===== src/rtl/muldiv_pkg.sv =====
// Shared types and sizing helper for the multicycle multiply/divide unit.
// The MULDIV_DIV_EN build macro is consumed by muldiv_unit, not here.
package muldiv_pkg;

  typedef enum logic [1:0] {
    MD_MULT  = 2'd0,
    MD_MULTU = 2'd1,
    MD_DIV   = 2'd2,
    MD_DIVU  = 2'd3
  } md_op_e;

  typedef enum logic [2:0] {
    ST_IDLE = 3'd0,
    ST_PREP = 3'd1,
    ST_RUN  = 3'd2,
    ST_FIX  = 3'd3,
    ST_DONE = 3'd4
  } md_state_e;

  // Iteration counter width; holds WIDTH-1 for any WIDTH >= 2.
  function automatic int unsigned cnt_w(input int unsigned width);
    return $clog2(width);
  endfunction

endpackage


===== src/rtl/muldiv_iter.sv =====
// One combinational iteration of the shift-add multiplier or restoring divider
// on the 2*WIDTH+1 bit accumulator.
module muldiv_iter #(
  parameter int unsigned WIDTH = 32
) (
  input  logic [2*WIDTH:0]  acc,
  input  logic [WIDTH-1:0]  opnd,
  input  logic              is_div,
  output logic [2*WIDTH:0]  acc_nxt
);

  localparam int unsigned AW = 2 * WIDTH + 1;

  logic [WIDTH:0]   sum;
  logic [AW-1:0]    sh;
  logic [WIDTH:0]   rem_sh;
  logic [WIDTH+1:0] diff;

  always_comb begin
    // Multiply: conditional add into the upper half, then shift right.
    sum    = acc[2*WIDTH:WIDTH] + (acc[0] ? {1'b0, opnd} : '0);
    // Divide: shift remainder:quotient left, trial subtract the divisor.
    sh     = {acc[AW-2:0], 1'b0};
    rem_sh = sh[AW-1:WIDTH];
    diff   = {1'b0, rem_sh} - {2'b00, opnd};
    if (is_div) begin
      acc_nxt = diff[WIDTH+1] ? sh : {diff[WIDTH:0], sh[WIDTH-1:1], 1'b1};
    end else begin
      acc_nxt = {1'b0, sum, acc[WIDTH-1:1]};
    end
  end

endmodule


===== src/rtl/muldiv_unit.sv =====
// Multicycle MULT/MULTU/DIV/DIVU unit owning the HI/LO registers.
// Define MULDIV_DIV_EN to include the divide path and DivZero flag.
module muldiv_unit
  import muldiv_pkg::*;
#(
  parameter int unsigned WIDTH = 32
) (
  input  logic             Clk,
  input  logic             Reset,
  input  logic             Start,
  input  logic [1:0]       Op,
  input  logic [WIDTH-1:0] A,
  input  logic [WIDTH-1:0] B,
  input  logic             HiWrite,
  input  logic             LoWrite,
  input  logic [WIDTH-1:0] WriteData,
  output logic             Busy,
  output logic             Done,
  output logic             DivZero,
  output logic [WIDTH-1:0] Hi,
  output logic [WIDTH-1:0] Lo
);

  localparam int unsigned HW = WIDTH + 1;
  localparam int unsigned W2 = 2 * WIDTH;
  localparam int unsigned AW = W2 + 1;
  localparam int unsigned CW = cnt_w(WIDTH);

  md_state_e        state;
  md_op_e           op_q;
  logic [WIDTH-1:0] a_q;
  logic [WIDTH-1:0] b_q;
  logic [WIDTH-1:0] opnd_q;
  logic [AW-1:0]    acc;
  logic [AW-1:0]    acc_nxt;
  logic [CW-1:0]    cnt;
  logic             neg_q;
  logic             signed_op;
  logic             is_div;
  logic             op_ok;
  logic [WIDTH-1:0] mag_a;
  logic [WIDTH-1:0] mag_b;
  logic [W2-1:0]    prod;
  logic [WIDTH-1:0] res_hi;
  logic [WIDTH-1:0] res_lo;

`ifdef MULDIV_DIV_EN
  logic neg_r;
  logic b_zero;

  assign op_ok  = 1'b1;
  assign is_div = (op_q == MD_DIV) || (op_q == MD_DIVU);
  assign b_zero = (b_q == '0);
`else
  assign op_ok  = (md_op_e'(Op) == MD_MULT) || (md_op_e'(Op) == MD_MULTU);
  assign is_div = 1'b0;
  assign DivZero = 1'b0;
`endif

  assign signed_op = (op_q == MD_MULT) || (op_q == MD_DIV);
  assign mag_a     = (signed_op && a_q[WIDTH-1]) ? ~a_q + WIDTH'(1) : a_q;
  assign mag_b     = (signed_op && b_q[WIDTH-1]) ? ~b_q + WIDTH'(1) : b_q;

  muldiv_iter #(.WIDTH(WIDTH)) u_iter (
    .acc     (acc),
    .opnd    (opnd_q),
    .is_div  (is_div),
    .acc_nxt (acc_nxt)
  );

  // Sign correction applied in FIX; divide-by-zero overrides the quotient/remainder.
  always_comb begin
    prod   = neg_q ? ~acc[W2-1:0] + W2'(1) : acc[W2-1:0];
    res_hi = prod[W2-1:WIDTH];
    res_lo = prod[WIDTH-1:0];
`ifdef MULDIV_DIV_EN
    if (is_div) begin
      res_lo = neg_q ? ~acc[WIDTH-1:0] + WIDTH'(1) : acc[WIDTH-1:0];
      res_hi = neg_r ? ~acc[W2-1:WIDTH] + WIDTH'(1) : acc[W2-1:WIDTH];
      if (b_zero) begin
        res_hi = a_q;
        res_lo = '1;
      end
    end
`endif
  end

  always_ff @(posedge Clk) begin
    if (!Reset) begin
      state  <= ST_IDLE;
      op_q   <= MD_MULT;
      a_q    <= '0;
      b_q    <= '0;
      opnd_q <= '0;
      acc    <= '0;
      cnt    <= '0;
      neg_q  <= 1'b0;
      Busy   <= 1'b0;
      Done   <= 1'b0;
      Hi     <= '0;
      Lo     <= '0;
`ifdef MULDIV_DIV_EN
      neg_r   <= 1'b0;
      DivZero <= 1'b0;
`endif
    end else begin
      Done <= 1'b0;
      case (state)
        ST_IDLE: begin
          if (HiWrite) Hi <= WriteData;
          if (LoWrite) Lo <= WriteData;
          if (Start && op_ok) begin
            op_q  <= md_op_e'(Op);
            a_q   <= A;
            b_q   <= B;
            Busy  <= 1'b1;
            state <= ST_PREP;
`ifdef MULDIV_DIV_EN
            DivZero <= 1'b0;
`endif
          end
        end
        ST_PREP: begin
          // Multiply keeps the multiplier in the low half; divide keeps the dividend.
          acc    <= {HW'(0), is_div ? mag_a : mag_b};
          opnd_q <= is_div ? mag_b : mag_a;
          neg_q  <= signed_op && (a_q[WIDTH-1] ^ b_q[WIDTH-1]);
          cnt    <= CW'(WIDTH - 1);
          state  <= ST_RUN;
`ifdef MULDIV_DIV_EN
          neg_r  <= signed_op && a_q[WIDTH-1];
`endif
        end
        ST_RUN: begin
          acc <= acc_nxt;
          if (cnt == '0) begin
            state <= ST_FIX;
          end else begin
            cnt <= cnt - CW'(1);
          end
        end
        ST_FIX: begin
          Hi    <= res_hi;
          Lo    <= res_lo;
          Done  <= 1'b1;
          state <= ST_DONE;
`ifdef MULDIV_DIV_EN
          DivZero <= is_div && b_zero;
`endif
        end
        ST_DONE: begin
          Busy  <= 1'b0;
          state <= ST_IDLE;
        end
        default: begin
          Busy  <= 1'b0;
          state <= ST_IDLE;
        end
      endcase
    end
  end

endmodule


===== config.mk =====
export PLATFORM = sky130hd
export DESIGN_NAME = muldiv_unit
export DESIGN_NICKNAME = d
export VERILOG_FILES = /design/src/rtl/muldiv_pkg.sv /design/src/rtl/muldiv_iter.sv /design/src/rtl/muldiv_unit.sv
export SDC_FILE = /design/constraint.sdc
export NUM_CORES = 1
export LEC_CHECK = 0
export ABC_CLOCK_PERIOD_IN_PS = 4100
export BUFFER_PORTS_ARGS = -buffer_cell sky130_fd_sc_hd__buf_2
export CORE_MARGIN = 4
export CORE_UTILIZATION = 50
export CTS_CLUSTER_DIAMETER = 150
export CTS_CLUSTER_SIZE = 24
export DETAILED_ROUTE_END_ITERATION = 6
export HOLD_SLACK_MARGIN = 0.15
export PLACE_DENSITY = 0.71
export SLEW_MARGIN = 5
export SYNTH_ARGS = -nofsm -noshare
export SYNTH_HDL_FRONTEND = slang
export SYNTH_SLANG_ARGS = --single-unit

===== constraint.sdc =====
create_clock -name Clk -period 4.1 [get_ports Clk]
set_input_delay 0.41 -clock Clk [delete_from_list [all_inputs] [get_ports Clk]]
set_output_delay 0.41 -clock Clk [all_outputs]
set_load 0.05 [all_outputs]

# After elaboration in Yosys (flattened, before gate mapping)
# Cells that the tools add are included.
[word_totals]
in_bits = 103
ff_bits = 238
out_inout_bits = 67
[classes]
reduce_logical = 19
n_mux = 17
n_addsub = 5
n_eq_ne = 10
bitwise = 5
[ops]
columns = ["op", "n"]
rows = [
  ["32-bit two-way mux", 5],
  ["65-bit case mux with 2 select lines", 1],
  ["32-bit case mux with 2 select lines", 2],
  ["32-bit by 1-bit adder with 32-bit output (second input constant)", 2],
  ["64-bit by 1-bit adder with 64-bit output (second input constant)", 1],
  ["64-bit two-way mux", 1],
  ["32-bit inverter", 2],
  ["64-bit inverter", 1],
  ["33-bit adder", 1],
  ["3-bit case mux with 4 select lines", 1],
  ["2-bit AND reduction", 6],
  ["2-bit != test (second input constant)", 5],
  ["5-bit case mux with 2 select lines", 1],
  ["3-bit by 2-bit equality test with 1-bit output (second input constant)", 2],
  ["3-bit two-way mux", 2],
  ["5-bit zero test", 1],
  ["5-bit two-way mux", 1],
  ["5-bit by 1-bit subtractor with 5-bit output (second input constant)", 1],
  ["1-bit logical AND", 4],
  ["2-bit zero test", 2],
  ["2-bit nonzero test", 2],
  ["3-bit by 1-bit equality test with 1-bit output (second input constant)", 1],
  ["3-bit zero test", 1],
  ["3-bit OR reduction", 1],
  ["other kinds (7)", 9],
]

# Logic depth before layout (Yosys ltp)
# Gate-level depths: netlist of run 1.
[depth]
depth_word = 5
ltp_mapped = 14
depth_no_buf = 12

# Hierarchy
# From an unflattened synthesis of run 1, not the netlist that was laid out.
[unflattened]
cells_unflattened = 2080
hier_area_um2 = 16284.4
[modules_own_cells]
columns = ["module", "area_each_um2", "cells_per_inst", "instances", "seq_area_each_um2"]
rows = [
  ["muldiv_unit", 11487.3, 1392, 1, 4744.6],
  ["muldiv_iter", 4797.1, 688, 1, 0.0],
]

# Worst setup path before layout of run 1
# Ideal clock, no wire load.
[synth_path]
path_type = "reg-to-reg"
start = "register acc[0]"
end = "register acc[59]"
t_required_ns = 4.038
path_buffers = 2
setup_slack_ns = 0.896
stages_incl_launch_ff = 15
synth_period_minus_slack_ns = 3.204
arrival_time_ns = 3.142
setup_time_ns = 0.062
cell_sequence = "dfxtp_1 -> clkbuf_1 -> clkbuf_1 -> and2_1 -> ha_1 -> inv_1 -> fa_1 -> nor2b_1 -> o2111ai_1 -> a21oi_1 -> o21ai_0 -> o21ai_0 -> a21boi_0 -> or4_1 -> nand3_1"
[synth_via]
elab_chain_cells = 3
[synth_rtl]
columns = ["item", "line_no", "text"]
rows = [
  ["from (decl)", "muldiv_unit.sv:34", "logic [AW-1:0] acc;"],
  ["from (signal assigned)", "muldiv_unit.sv:125", "acc <= {HW'(0), is_div ? mag_a : mag_b};"],
  ["from (signal assigned)", "muldiv_unit.sv:135", "acc <= acc_nxt;"],
  ["32-bit two-way mux", "muldiv_iter.sv:21", "sum = acc[2*WIDTH:WIDTH] + (acc[0] ? {1'b0, opnd} : '0);"],
  ["33-bit adder", "muldiv_iter.sv:21", ""],
  ["65-bit case mux with 2 select lines", "muldiv_unit.sv:108", "case (state)"],
]
# Every way passes these cells. The select of a mux whose other input is x is not followed.
# A chain may end at the register's enable or synchronous reset.

# Worst setup path after layout of run 1
# Ends and elaborated chain as after synthesis.

==> results of run 1 <==
## per-layer routing
metal / GRT usage / vias to the layer above / wire length, µm
met1: 0.363 / 5592 / 17400
li1: - / 6009 / -
met3: 0.0289 / 55 / 2400
met4: 0.0557 / 0 / 868
met2: 0.369 / 445 / 15800
met5: 0 / - / 0
## power by group through the flow
stage                     sequential, W  clock [W]  combinational, W
after global routing            0.00256    0.00150           0.00126
after detailed placement        0.00259          0           0.00112
after global placement          0.00259          0           0.00111
final                           0.00254    0.00140           0.00116
after CTS                       0.00254    0.00142           0.00115
after floorplan                 0.00274          0          0.000666
## worst max-delay path by stage
stage / endpoint / cells past startpoint
after floorplan: acc[59]$_SDFFE_PN0N_ / 14
after global placement: acc[60]$_SDFFE_PN0N_ / 10
after detailed placement: acc[59]$_SDFFE_PN0N_ / 12
after global routing: acc[59]$_SDFFE_PN0N_ / 12
final: acc[59]$_SDFFE_PN0N_ / 12
after CTS: acc[59]$_SDFFE_PN0N_ / 12
## kinds of logic (layout without fill, tap and decap cells)
group / Yosys count / in the layout / share of synthesized area
XOR/XNOR: 144 / 144 / 0.0964
multiplexers: 61 / 61 / 0.0476
flip-flops: 236 / 236 / 0.361
AO/OA/AOI/OAI: 473 / 473 / 0.226
buffers and inverters: 131 / 268 / 0.0403
other: 1 / 1 / 0.000287
adder cells (fa/ha/maj): 38 / 38 / 0.0369
AND/OR/NAND/NOR: 528 / 528 / 0.192
## flip-flops by register name, indices dropped and copies added, names as in the netlist
name,cells
state,3
neg_q,1
Hi,32
opnd_q,32
a_q,32
Busy,1
b_q,32
Lo,32
acc,64
Done,1
op_q,1
cnt,5
## area by class of cell
cell class                 count  area (µm²)
clock buffer                  13         325
multi-input combinational   1245        7840
tap                          330         413
sequential                   236        4730
clock inverter                 2        38.8
timing repair buffer         227        1400
inverter                      26         100
fill                        2302       10600
## worst max-delay path, stage by stage (launching register included)
cell,delay [ps]
dfxtp_2,530
and2_1,180
ha_1,180
inv_1,60
fa_1,400
nor2b_1,190
o2111ai_1,180
a21oi_1,260
o21ai_0,190
o21ai_0,490
a21boi_0,310
or4_1,450
nand3_1,90
## through the flow
step	power, W	setup slack [ps]	cell area, µm²	hold WS (ps)
6_report	0.00510	528	14900	160
5_1_grt	0.00532	227	14900	153
2_1_floorplan	0.00341	896	13100	427
3_3_place_gp	0.00369	556	14100	434
4_1_cts	0.00511	386	14900	151
3_5_place_dp	0.00371	442	14100	444
## cell usage in the layout, fill, tap and decap left out, types with 7 or more instances in the layout
cell type      netlist  layout
o21ai_0             86      86
o31ai_1             35      35
a221oi_1            10      10
a21oi_1            165     165
or4_1               14      14
a21o_1               8       8
xnor2_1             64      64
nand2_1            237     235
xor2_1              80      80
or3_1               10      10
dlygate4sd3_1        0      43
nor3_1              21      20
nand3_1             18      18
nor4_1               9       9
and2_1              38      35
mux2i_1             51      51
inv_1               26      25
ha_1                37      37
o22ai_1             41      41
buf_2                3     168
buf_4                2      15
a211oi_1            48      48
a22oi_1             32      32
dfxtp_1            236     234
nand2b_1             7       7
clkbuf_16            0      13
mux2_2              10      10
nor2b_1             11      11
o41ai_1             14      14
nor2_1             117     116
## what timing repair did
action	in CTS	in global routing
endpoints found under the setup margin	0	1
gates resized for setup	0	1
hold endpoints to repair	43	0
hold buffers	43	0
==> impl_metrics.py, run 1 <==
metrics = {
    "run_status": {
        "status": "finished, final reports clean",
    },
    "placement": {
        "hpwlAfterDp_mm": 26.9,
        "dpl.cell_count": 2021,
        "port_buffers": 168,
        "gp_congestion": 0.906,
    },
    "power_and_ir_drop": {
        "pwr-share-comb": 0.228,
        "ir_worst_vdd_mv": 0.285,
        "power.share.switching": 0.321,
        "pwr-share-clk": 0.274,
        "pwr-share-seq": 0.498,
        "power.internal_w": 0.00346,
        "power_density_nw_per_um2": 343,
        "p_switching_w": 0.00164,
        "p_leak_nw": 5.95,
    },
    "setup_path": {
        "critPathLaunch": "acc[0]$_SDFFE_PN0N_",
        "rr_worst_depth": 12,
        "r2r_slack_ps": 530,
        "crit_path_end_kind": "flip-flop",
        "rr_startpoint": "acc[0]$_SDFFE_PN0N_",
        "crit_type": "flip-flop to flip-flop",
        "crit_required_ps": 4520,
        "start_kind": "flip-flop",
        "rr_endpoint": "acc[59]$_SDFFE_PN0N_",
        "cp_max_fo": 18,
        "worstPathArrival_ps": 3990,
    },
    "synthesis": {
        "synth-edff-count": 0,
        "async_flop_share": 0,
        "yosysTopAreaCellShare": 0.361,
        "ys_top_cells_by_count": "237 x nand2_1, 236 x dfxtp_1, 165 x a21oi_1",
        "ys_top_cells_by_area": "dfxtp_1 36%, nand2_1 6.8%, a21oi_1 6.3%",
        "synthDistinctLibCells": 75,
        "synth.ff_latch_count": 236,
        "synth.avg_cell_area_um2": 8.11,
        "synth_most_common_cell": "nand2_1",
        "syn_inst": 1612,
        "synth_flop_cell": "dfxtp_1",
        "synth_area_leader_cell": "dfxtp_1",
        "syn_nets": 1753,
        "ys.warnings.count": 0,
        "netlist_area_um2": 13100,
        "synth-seq-area-share": 0.361,
    },
    "die": {
        "rows": 58,
        "die_h_um": 170,
        "io-pin-count": 170,
        "coreArea_um2": 25500,
        "initial_core_util": 0.513,
        "die_area_um2": 28800,
        "die_w_um": 170,
    },
    "finish": {
        "instances_no_fill": 2079,
        "drive_gt1_frac": 0.141,
        "area_delta_synth_final_pct": 13.6,
        "nNetsFinal": 1890,
        "fin_util": 0.583,
        "antennaDiodeCount": 0,
    },
    "routing": {
        "ant_nets": 0,
        "routed_via_density": 5.82,
        "drc": 0,
        "first_pass_iters": 5,
        "wirelength_mm": 36.5,
        "drtIter0Drc": 949,
        "wl_per_cell_um": 17.6,
        "vias": 12100,
    },
    "clocking": {
        "cts_made_buffers": 13,
        "cts_root_buffer": "clkbuf_16",
        "clk_pin_slew_ps": 100,
        "clockBufferDepth": 3,
        "post_cts_buffers": 0,
        "numClockSinks": 236,
        "clk_latency_ps": 490,
        "htreeDepth": 1,
        "cts_tree": "done",
    },
    "timing": {
        "finalSetupViolations": 0,
        "hold_viol": 0,
        "slew_headroom": 0.228,
        "tightest_slew_ps": 1150,
        "fin_worst_skew_ps": 20.7,
        "min_period_ps": 3570,
        "max_freq_ghz": 0.280,
        "min_period_over_period": 0.871,
        "rsz0062_at_grt": "false",
        "slew_violations": 0,
        "fin_setup_tns_ps": 0,
    },
    "worst_hold_path": {
        "hold_depth": 3,
        "whs_endpoint": "b_q[15]$_SDFFE_PN0P_",
        "min_path_type": "input port to flip-flop",
        "holdCritStartpoint": "B[15]",
    },
    "global_route": {
        "first_global_vias": 11000,
        "antenna_found_initial": 0,
        "grt_overflow": 0,
        "grt_usage": 0.241,
        "grt_max_degree": 166,
        "grt_pass1_wl_mm": 57.7,
    },
    "flow_run": {
        "maxCapViolCount": 0,
    },
}
(Power assumes the default switching activity.)
==> run 2: changes to the inputs <==
--- a/config.mk
+++ b/config.mk
@@ -7,6 +7,7 @@
 export LEC_CHECK = 0
 export ABC_CLOCK_PERIOD_IN_PS = 4100
 export BUFFER_PORTS_ARGS = -buffer_cell sky130_fd_sc_hd__buf_2
+export CORE_ASPECT_RATIO = 1.25
 export CORE_MARGIN = 4
 export CORE_UTILIZATION = 50
 export CTS_CLUSTER_DIAMETER = 150
==> run 2 against run 1 <==
  * Sequential power barely moved
  * Combinational power decreased by 3%
  * Wire length down 2.6%
  * Utilization shrank 1.6 points
  * Final cell count is 1.6% lower
  * Clock power is essentially flat
  * Sequential share of layout area rose by 0.83 points
  * Register-to-register slack worse by 150 ps
  * Critical path type unchanged
  * Largest power group unchanged
  * Die area hardly changed
  * Clock skew decreased by 0.66 ps
  * Worst setup slack worse by 150 ps
==> impl_metrics.py, run 2 (synthesis results as in run 1) <==
metrics = {
    "worst_hold_path": {
        "holdCritStartpoint": "A[4]",
        "whs_endpoint": "a_q[4]$_SDFFE_PN0P_",
        "hold_depth": 3,
        "min_path_type": "input port to flip-flop",
    },
    "setup_path": {
        "cp_slowest_cell": "dfxtp_1",
        "rr_endpoint": "acc[60]$_SDFFE_PN0N_",
        "crit_required_ps": 4490,
        "path_delay_family": "compound AO/OA/AOI/OAI gates",
        "cp_slowest_stage_delay_ps": 780,
        "rr_worst_depth": 10,
        "path_buf_inv": 1,
        "crit_path_end_kind": "flip-flop",
        "crit_type": "flip-flop to flip-flop",
        "worstPathCellList": "and2_1, ha_1, nand2_1, nor4_1, inv_1, o311ai_0, nor2_1, o31ai_1, mux2i_1, a221o_1",
        "cp_max_fo": 22,
        "worstPathArrival_ps": 4110,
        "rr_startpoint": "acc[0]$_SDFFE_PN0N_",
        "start_kind": "flip-flop",
        "r2r_slack_ps": 380,
    },
    "placement": {
        "hpwlAfterDp_mm": 26.7,
        "port_buffers": 168,
        "gp_congestion": 0.956,
        "dpl.cell_count": 2028,
    },
    "die": {
        "die_area_um2": 28800,
        "io-pin-count": 170,
        "rows": 65,
        "initial_core_util": 0.512,
        "coreArea_um2": 25500,
        "die_w_um": 153,
        "die_h_um": 189,
    },
    "finish": {
        "instances_no_fill": 2046,
        "antennaDiodeCount": 0,
        "drive_gt1_frac": 0.144,
        "nNetsFinal": 1853,
        "largest_reg_flops": 64,
        "area_delta_synth_final_pct": 10.7,
        "layout_common_cells": "235 x dfxtp_1, 235 x nand2_1, 168 x buf_2",
        "top_register": "acc",
        "fin_util": 0.567,
        "num-fill-cells": 2434,
    },
    "clocking": {
        "numClockSinks": 236,
        "cts_tree": "done",
        "clk_latency_ps": 490,
        "htreeDepth": 1,
        "cts_root_buffer": "clkbuf_16",
        "post_cts_buffers": 0,
        "post_cts_resized": 0,
        "cts_made_buffers": 13,
        "clockBufferDepth": 3,
        "clk_pin_slew_ps": 110,
    },
    "timing": {
        "finalSetupViolations": 0,
        "whs_ps": 164,
        "rsz0062_at_grt": "false",
        "min_period_over_period": 0.907,
        "max_freq_ghz": 0.269,
        "fin_worst_skew_ps": 20.1,
        "min_period_ps": 3720,
        "slew_headroom": 0.228,
        "tightest_slew_ps": 1150,
        "fin_setup_tns_ps": 0,
        "slew_violations": 0,
        "hold_viol": 0,
    },
    "routing": {
        "wl_per_cell_um": 17.4,
        "drtIter0Drc": 870,
        "first_pass_iters": 6,
        "wirelength_mm": 35.6,
        "routed_via_density": 5.78,
        "drc": 0,
        "vias": 11800,
        "ant_nets": 0,
    },
    "global_route": {
        "first_global_vias": 10900,
        "grt_usage": 0.235,
        "grt_max_degree": 107,
        "grt_overflow": 0,
        "antenna_found_initial": 0,
        "grt_pass1_wl_mm": 57.4,
    },
    "flow_run": {
        "maxCapViolCount": 0,
    },
    "power_and_ir_drop": {
        "ir_worst_vdd_mv": 0.306,
        "power_density_nw_per_um2": 349,
        "p_leak_nw": 5.79,
    },
    "run_status": {
        "status": "finished, final reports clean",
    },
}
run 2: cell count changes in the layout (fill, tap and decap cells not counted), sizes merged:
cell,delta
dlygate4sd3,-39
buf,+2
inv,-1
run 2: per-layer routing:
metal,track usage,share of wire
met3,0.0234,0.062
met4,0.0597,0.027
met1,0.332,0.46
met5,0,0
met2,0.386,0.45
run 2: repair_timing:
action                                  CTS  global route
endpoints found under the hold margin     4             0
hold buffers                              4             0
endpoints found under the setup margin    0             0
run 2: final cells by class:
| type | instances | area (µm²) | area share |
|---|---|---|---|
| Clock buffer | 13 | 325 | 0.0225 |
| Clock inverter | 1 | 30.0 | 0.00207 |
| Inverter | 26 | 100 | 0.00692 |
| Multi-Input combinational cell | 1245 | 7840 | 0.542 |
| Sequential cell | 236 | 4730 | 0.327 |
| Tap cell | 335 | 419 | 0.0290 |
| Timing Repair Buffer | 190 | 1030 | 0.0711 |
run 2: how the worst max path moves through the flow:
stage	cells past startpoint	from	slack, ps	to
after detailed placement	10	acc[0]$_SDFFE_PN0N_	450	acc[60]$_SDFFE_PN0N_
after global placement	10	acc[0]$_SDFFE_PN0N_	470	acc[60]$_SDFFE_PN0N_
after CTS	10	acc[0]$_SDFFE_PN0N_	430	acc[60]$_SDFFE_PN0N_
after global routing	10	acc[0]$_SDFFE_PN0N_	20	acc[60]$_SDFFE_PN0N_
final	10	acc[0]$_SDFFE_PN0N_	380	acc[60]$_SDFFE_PN0N_
after floorplan	14	acc[0]$_SDFFE_PN0N_	900	acc[59]$_SDFFE_PN0N_
run 2: stage by stage:
step	total power, W	instance area (µm²)	worst slack, ps
floorplan	0.00341	13100	896
global placement	0.00369	14100	472
detailed placement	0.00370	14100	449
CTS	0.00507	14500	432
global route	0.00527	14500	18.0
finish	0.00505	14500	381
run 2: worst min-delay path, delay by kind of cell:
family / cells / cell delay [ps]
buffers and inverters: 1 / 90
and+or+nand+nor: 1 / 40
AOI/OAI and AO/OA: 1 / 50
run 2: power breakdown:
| group | internal, W | total, W | leakage [nW] | switching [W] |
|---|---|---|---|---|
| clock | 0.000638 | 0.00139 | 0.174 | 0.000748 |
| combinational | 0.000372 | 0.00112 | 3.69 | 0.000751 |
| sequential | 0.00242 | 0.00254 | 1.92 | 0.000116 |
| total | 0.00343 | 0.00505 | 5.79 | 0.00162 |
